<file path="src/rtl/target_proto_pkg.sv">
// Shared protocol definitions for the machine-select byte link.
// Used by both the sender and the receive-side decoder.
package target_proto_pkg;

  localparam logic [1:0] TYPE_SELECT    = 2'b11;
  localparam logic [7:0] DESELECT_BYTE  = 8'h03;
  localparam int         MAX_ID_DEFAULT = 20;
  localparam int         ID_W           = 5;

  typedef enum logic [1:0] {
    NOT_OURS,
    DESELECT,
    CANDIDATE,
    ERROR
  } frame_class_e;

  typedef enum logic {
    S_IDLE,
    S_CONFIRM
  } state_e;

endpackage

</file>
<file path="src/rtl/target_frame_classify.sv">
// Combinational byte classifier: splits a received byte into frame class and payload.
// Shared between the decoder and the sender's self-check bench.
module target_frame_classify
  import target_proto_pkg::*;
#(
  parameter int MAX_ID = MAX_ID_DEFAULT
) (
  input  logic [7:0]      rx_data,
  output frame_class_e    frame_class,
  output logic [ID_W-1:0] payload
);

  localparam logic [ID_W:0] MAX_ID_L = (ID_W + 1)'(MAX_ID);

  always_comb begin
    payload     = rx_data[6:2];
    frame_class = CANDIDATE;
    if (rx_data[1:0] != TYPE_SELECT) begin
      frame_class = NOT_OURS;
    end else if (rx_data == DESELECT_BYTE) begin
      frame_class = DESELECT;
    end else if (rx_data[7] || ({1'b0, rx_data[6:2]} > MAX_ID_L)) begin
      // Payload 0 with bit7 set also lands here, not in DESELECT.
      frame_class = ERROR;
    end
  end

endmodule

</file>
<file path="src/rtl/target_machine_decoder.sv">
// Receive-side machine-select decoder: confirms repeated select frames within a
// gap window and commits a stable machine_id; reports deselects and bad frames.
module target_machine_decoder
  import target_proto_pkg::*;
#(
  parameter int MAX_ID      = MAX_ID_DEFAULT,
  parameter int CONFIRM_CNT = 2,
  parameter int GAP_CYCLES  = 5000000
) (
  input  logic            clk,
  input  logic            rst_n,
  input  logic [7:0]      rx_data,
  input  logic            rx_valid,
  output logic [ID_W-1:0] machine_id,
  output logic            machine_valid,
  output logic            select_changed,
  output logic            ignore_seen,
  output logic            frame_error,
  output logic [7:0]      error_count
);

  localparam int               GAP_W       = $clog2(GAP_CYCLES + 1);
  localparam logic [3:0]       CONFIRM_TGT = 4'(CONFIRM_CNT);
  localparam logic [GAP_W-1:0] GAP_LIMIT   = GAP_W'(GAP_CYCLES);

  function automatic logic [7:0] sat_inc(input logic [7:0] v);
    return (v == 8'hFF) ? v : v + 8'd1;
  endfunction

  // Stage 0: classify the incoming byte and derive confirmation decisions
  frame_class_e    cls_p0;
  logic [ID_W-1:0] payload_p0;
  logic            vld_p0;

  state_e          state_p1;
  logic [ID_W-1:0] cand_p1;
  logic [3:0]      match_cnt_p1;
  logic [GAP_W-1:0] gap_cnt_p1;

  logic             same_cand_p0;
  logic [3:0]       cnt_next_p0;
  logic             confirm_done_p0;
  logic             is_new_id_p0;
  logic [GAP_W-1:0] gap_next;

  target_frame_classify #(
    .MAX_ID(MAX_ID)
  ) u_classify (
    .rx_data    (rx_data),
    .frame_class(cls_p0),
    .payload    (payload_p0)
  );

  assign vld_p0          = rx_valid;
  assign same_cand_p0    = (state_p1 == S_CONFIRM) && (payload_p0 == cand_p1);
  // A fresh candidate counts as its own first match, so CONFIRM_CNT=1 commits at once.
  assign cnt_next_p0     = same_cand_p0 ? (match_cnt_p1 + 4'd1) : 4'd1;
  assign confirm_done_p0 = (cnt_next_p0 == CONFIRM_TGT);
  assign is_new_id_p0    = !machine_valid || (machine_id != payload_p0);
  assign gap_next        = gap_cnt_p1 + GAP_W'(1);

  // Stage 1: registered FSM state and outputs
  always_ff @(posedge clk or negedge rst_n) begin
    if (!rst_n) begin
      state_p1       <= S_IDLE;
      cand_p1        <= '0;
      match_cnt_p1   <= '0;
      gap_cnt_p1     <= '0;
      machine_id     <= '0;
      machine_valid  <= 1'b0;
      select_changed <= 1'b0;
      ignore_seen    <= 1'b0;
      frame_error    <= 1'b0;
      error_count    <= '0;
    end else begin
      select_changed <= 1'b0;
      ignore_seen    <= 1'b0;
      frame_error    <= 1'b0;
      if (vld_p0) begin
        case (cls_p0)
          DESELECT: begin
            select_changed <= machine_valid;
            ignore_seen    <= 1'b1;
            machine_id     <= '0;
            machine_valid  <= 1'b0;
            state_p1       <= S_IDLE;
            cand_p1        <= '0;
            match_cnt_p1   <= '0;
            gap_cnt_p1     <= '0;
          end
          ERROR: begin
            frame_error  <= 1'b1;
            error_count  <= sat_inc(error_count);
            state_p1     <= S_IDLE;
            cand_p1      <= '0;
            match_cnt_p1 <= '0;
            gap_cnt_p1   <= '0;
          end
          CANDIDATE: begin
            if (confirm_done_p0) begin
              select_changed <= is_new_id_p0;
              machine_id     <= payload_p0;
              machine_valid  <= 1'b1;
              state_p1       <= S_IDLE;
              cand_p1        <= '0;
              match_cnt_p1   <= '0;
              gap_cnt_p1     <= '0;
            end else begin
              state_p1     <= S_CONFIRM;
              cand_p1      <= payload_p0;
              match_cnt_p1 <= cnt_next_p0;
              gap_cnt_p1   <= '0;
            end
          end
          default: begin
          end
        endcase
      end else if (state_p1 == S_CONFIRM) begin
        if (gap_next == GAP_LIMIT) begin
          state_p1     <= S_IDLE;
          cand_p1      <= '0;
          match_cnt_p1 <= '0;
          gap_cnt_p1   <= '0;
        end else begin
          gap_cnt_p1 <= gap_next;
        end
      end
    end
  end

endmodule

</file>
<file path="config.mk">
export PLATFORM = sky130hd
export DESIGN_NAME = target_machine_decoder
export DESIGN_NICKNAME = d
export VERILOG_FILES = /design/src/rtl/target_proto_pkg.sv /design/src/rtl/target_frame_classify.sv /design/src/rtl/target_machine_decoder.sv
export SDC_FILE = /design/constraint.sdc
export NUM_CORES = 1
export LEC_CHECK = 0
export CAP_MARGIN = 20
export CORE_MARGIN = 2
export CORE_UTILIZATION = 40
export DETAILED_ROUTE_END_ITERATION = 6
export GPL_ROUTABILITY_DRIVEN = 0
export PLACE_DENSITY_LB_ADDON = 0.05
export SKIP_LAST_GASP = 1
export SLEW_MARGIN = 20
export SYNTH_ARGS = -nofsm -noshare
export SYNTH_HDL_FRONTEND = slang
export SYNTH_HIERARCHICAL = 1
export SYNTH_SLANG_ARGS = --single-unit
</file>
<file path="constraint.sdc">
create_clock -name clk -period 8.5 [get_ports clk]
set_input_delay 1.7 -clock clk [delete_from_list [all_inputs] [get_ports clk]]
set_output_delay 1.7 -clock clk [all_outputs]
set_load 0.03 [all_outputs]
</file>
==> metrics <==
setup violators final=0; status=finished clean; post-CTS sizing=0; WL/cell=about 16 µm; most frequent cells in the layout=50 x dfrtp_1, 45 x nand2_1, 26 x clkdlybuf4s50_1, 19 x nor2_1, 15 x nand3_1; Max stage delay on crit path=0.85 ns; Die X-Extent=between 90 and 100 µm; GRT Residual Overflow=0; Tot GR Track Use=0.179; CP cell instances=clkdlybuf4s50_1, nor3_2, a21oi_1, a21oi_1, inv_1, ha_1, a21oi_1, nand2b_1, o311ai_1; Num Clock Sinks=50; hold path startpoint=error_count[6]; Pwr Total=between 500 and 600 µW; Worst path depth=9; Remaining DRCs=0; worst min path class=flip-flop to flip-flop; number of synthesized flops with an enable pin=0; placed insts=approximately 430; layout cells sized above 1=0.0671; Pins Over Slew Limit=0; vias in the first global route=2331; Initial Utilization=0.412; Crit-path slowest cell=a21oi_1; Top Usage Layer GRT=met1; RSZ-0062 raised after global routing=no; H-tree lvl count=2; Async S/R FF share, synth=1.00; Hold Fails Final Rpt=0; P_leak=0.00142 µW; Clock Latency Late Sink=0.31 ns; via count=2454; min Tclk post-route=4.57 ns; Site Rows=31; antenna violations before repair=0; largest net degree at the start of global routing=between 50 and 60; Final Util=0.469; Post-Syn Area per Cell=9.31 µm²; CP max FO=13; crit end category=flip-flop; Netlist cell types=between 50 and 60; skew final=0.0114 ns; Die ar.=8180 µm²; Hold Path End=error_count[6]; Least-Margin Pin Slew=1.11 ns; R2R setup slack=5.01 ns; GRT met1 Usage=0.273; Max Cap Viol=0; Mapped Nets=339; Synth Cell Area=2990 µm²; DR iter-0 viols=96; setup_tns=0 ns; clk buf depth=2; fmax=219 MHz; Power Dens Cells=156 nW/µm²; Critical R2R Launch=gap_cnt_p1[4]; met2 GRT Util=0.260; Worst EP arrival=4.78 ns; clock-pin slew on the worst setup and hold paths=0.11 ns; Inserted Clock Buffers=5; CTS tree=done; hold path depth=1; antenna violation net count after detailed routing=0; CTS Hold Buffers Added=0; data required time of the critical path=8.71 ns; Final Non-Filler Cells=442; met3 layer usage reported by global route=0.0351; WP buf/inv=2; First-pass DRT Iterations=4; Post-CTS Setup Inserts=0; Worst R2R Path Depth=8; global-route wire length before repair=12.0 mm; CP startpoint kind=input port; vias per cell=between 5 and 6; Core Area=7250 µm²; reg-to-reg endpoint=gap_cnt_p1[11]; Area Overhead vs Synth=13.7%; # IOs=28; maximum vdd drop=0.102 mV; yosys warns=6; CP delay by family, top=compound AO/OA/AOI/OAI gates; fillers=716; post-synthesis sequential area ratio=0.419; Post-Route WL=7.08 mm; root buffer cell=clkbuf_8; relative slew slack=0.263; commonest non-fill, non-tap cell in the layout=dfrtp_1; Gate Count Post-Synth=around 320; Crit path top cell by count=a21oi_1; n_diodes=0; port bufs=27; top_reg_cell synth=dfrtp_1; crit path kind=input port to flip-flop; Synth Register Bits=50; Tcrit/Tclk final=0.538; Die H=90.4 µm; DPL Wire Length=4.89 mm; nets=360
## state kept, by name, summed over array words and instances, names as in the netlist
| signal | count |
|---|---|
| error_count | 8 |
| ignore_seen | 1 |
| gap_cnt_p1 | 23 |
| match_cnt_p1 | 4 |
| select_changed | 1 |
| frame_error | 1 |
| cand_p1 | 5 |
| machine_id | 5 |
| machine_valid | 1 |
| state_p1 | 1 |
## logic make-up after synthesis
kind of cell,synth area share
and+or+nand+nor,0.242
AOI/OAI and AO/OA,0.195
DFF,0.419
xor gates and xnor gates,0.0674
buffers and inverters,0.0398
adders and majority gates,0.0293
muxes,0.00712
## worst max-delay path by stage
stage,startpoint,to,slack [ns]
after global placement,rx_data[6],gap_cnt_p1[12],3.76
final,rx_data[6],gap_cnt_p1[12],3.93
after CTS,rx_data[6],gap_cnt_p1[12],3.97
after global routing,rx_data[4],gap_cnt_p1[12],3.71
after detailed placement,rx_data[6],gap_cnt_p1[12],3.62
after floorplan,rx_data[6],cand_p1[0],5.02
## metal layers
layer,routed length [µm],vias up
li1,-,1219
met2,3100,37
met5,0,-
met4,44,0
met1,3690,1194
met3,251,4
## Yosys cell counts, types with 2 or more instances
cell       count  share of area
nand3_1       15          0.025
ha_1           7          0.029
o21ai_1        9          0.015
a21oi_1        7          0.012
o2bb2ai_1      3         0.0088
buf_4          5          0.013
nand2_1       45          0.057
xnor2_1       10          0.029
dfrtp_1       50           0.42
and3_1         7          0.015
nor3_1        14          0.023
and2_1         2         0.0042
o21a_1         2         0.0050
nand2b_1       6          0.013
nor4_1         8          0.017
or3_1          4         0.0084
nor2_1        19          0.024
o311ai_1       2         0.0059
inv_1          6         0.0075
buf_6          2         0.0075
a31oi_1        7          0.015
o31ai_1        4          0.010
nor3b_1        2         0.0050
nand4_1        6          0.013
a22o_1        14          0.041
xor2_1        13          0.038
a211o_1        4          0.012
clkbuf_1       5         0.0063
o21ai_0       13          0.022
a21o_1         4          0.010
## through the flow
step | cell area (µm²) | hold WS (ns) | worst slack (ns)
detailed placement | 3290 | 0.481 | 3.62
global placement | 3290 | 0.480 | 3.76
CTS | 3390 | 0.504 | 3.97
global route | 3400 | 0.539 | 3.71
floorplan | 2990 | 0.465 | 5.02
finish | 3400 | 0.505 | 3.93
## power by group
part	leakage [µW]	switching (µW)	internal, µW
combinational	0.000682	54.7	40.1
sequential	0.000683	25.2	257
clock	0.0000506	92.0	61.8
## final cells by class
type	count	area (µm²)	area share
clock buffers	5	68.8	0.0203
well taps	99	124	0.0365
multi-input cells	249	1620	0.476
inverters	7	26.3	0.00773
flip-flops and latches	50	1250	0.368
repair buffers	29	280	0.0825
clock inverters	3	28.8	0.00847
Note: power is estimated with default switching activity, not from simulation.
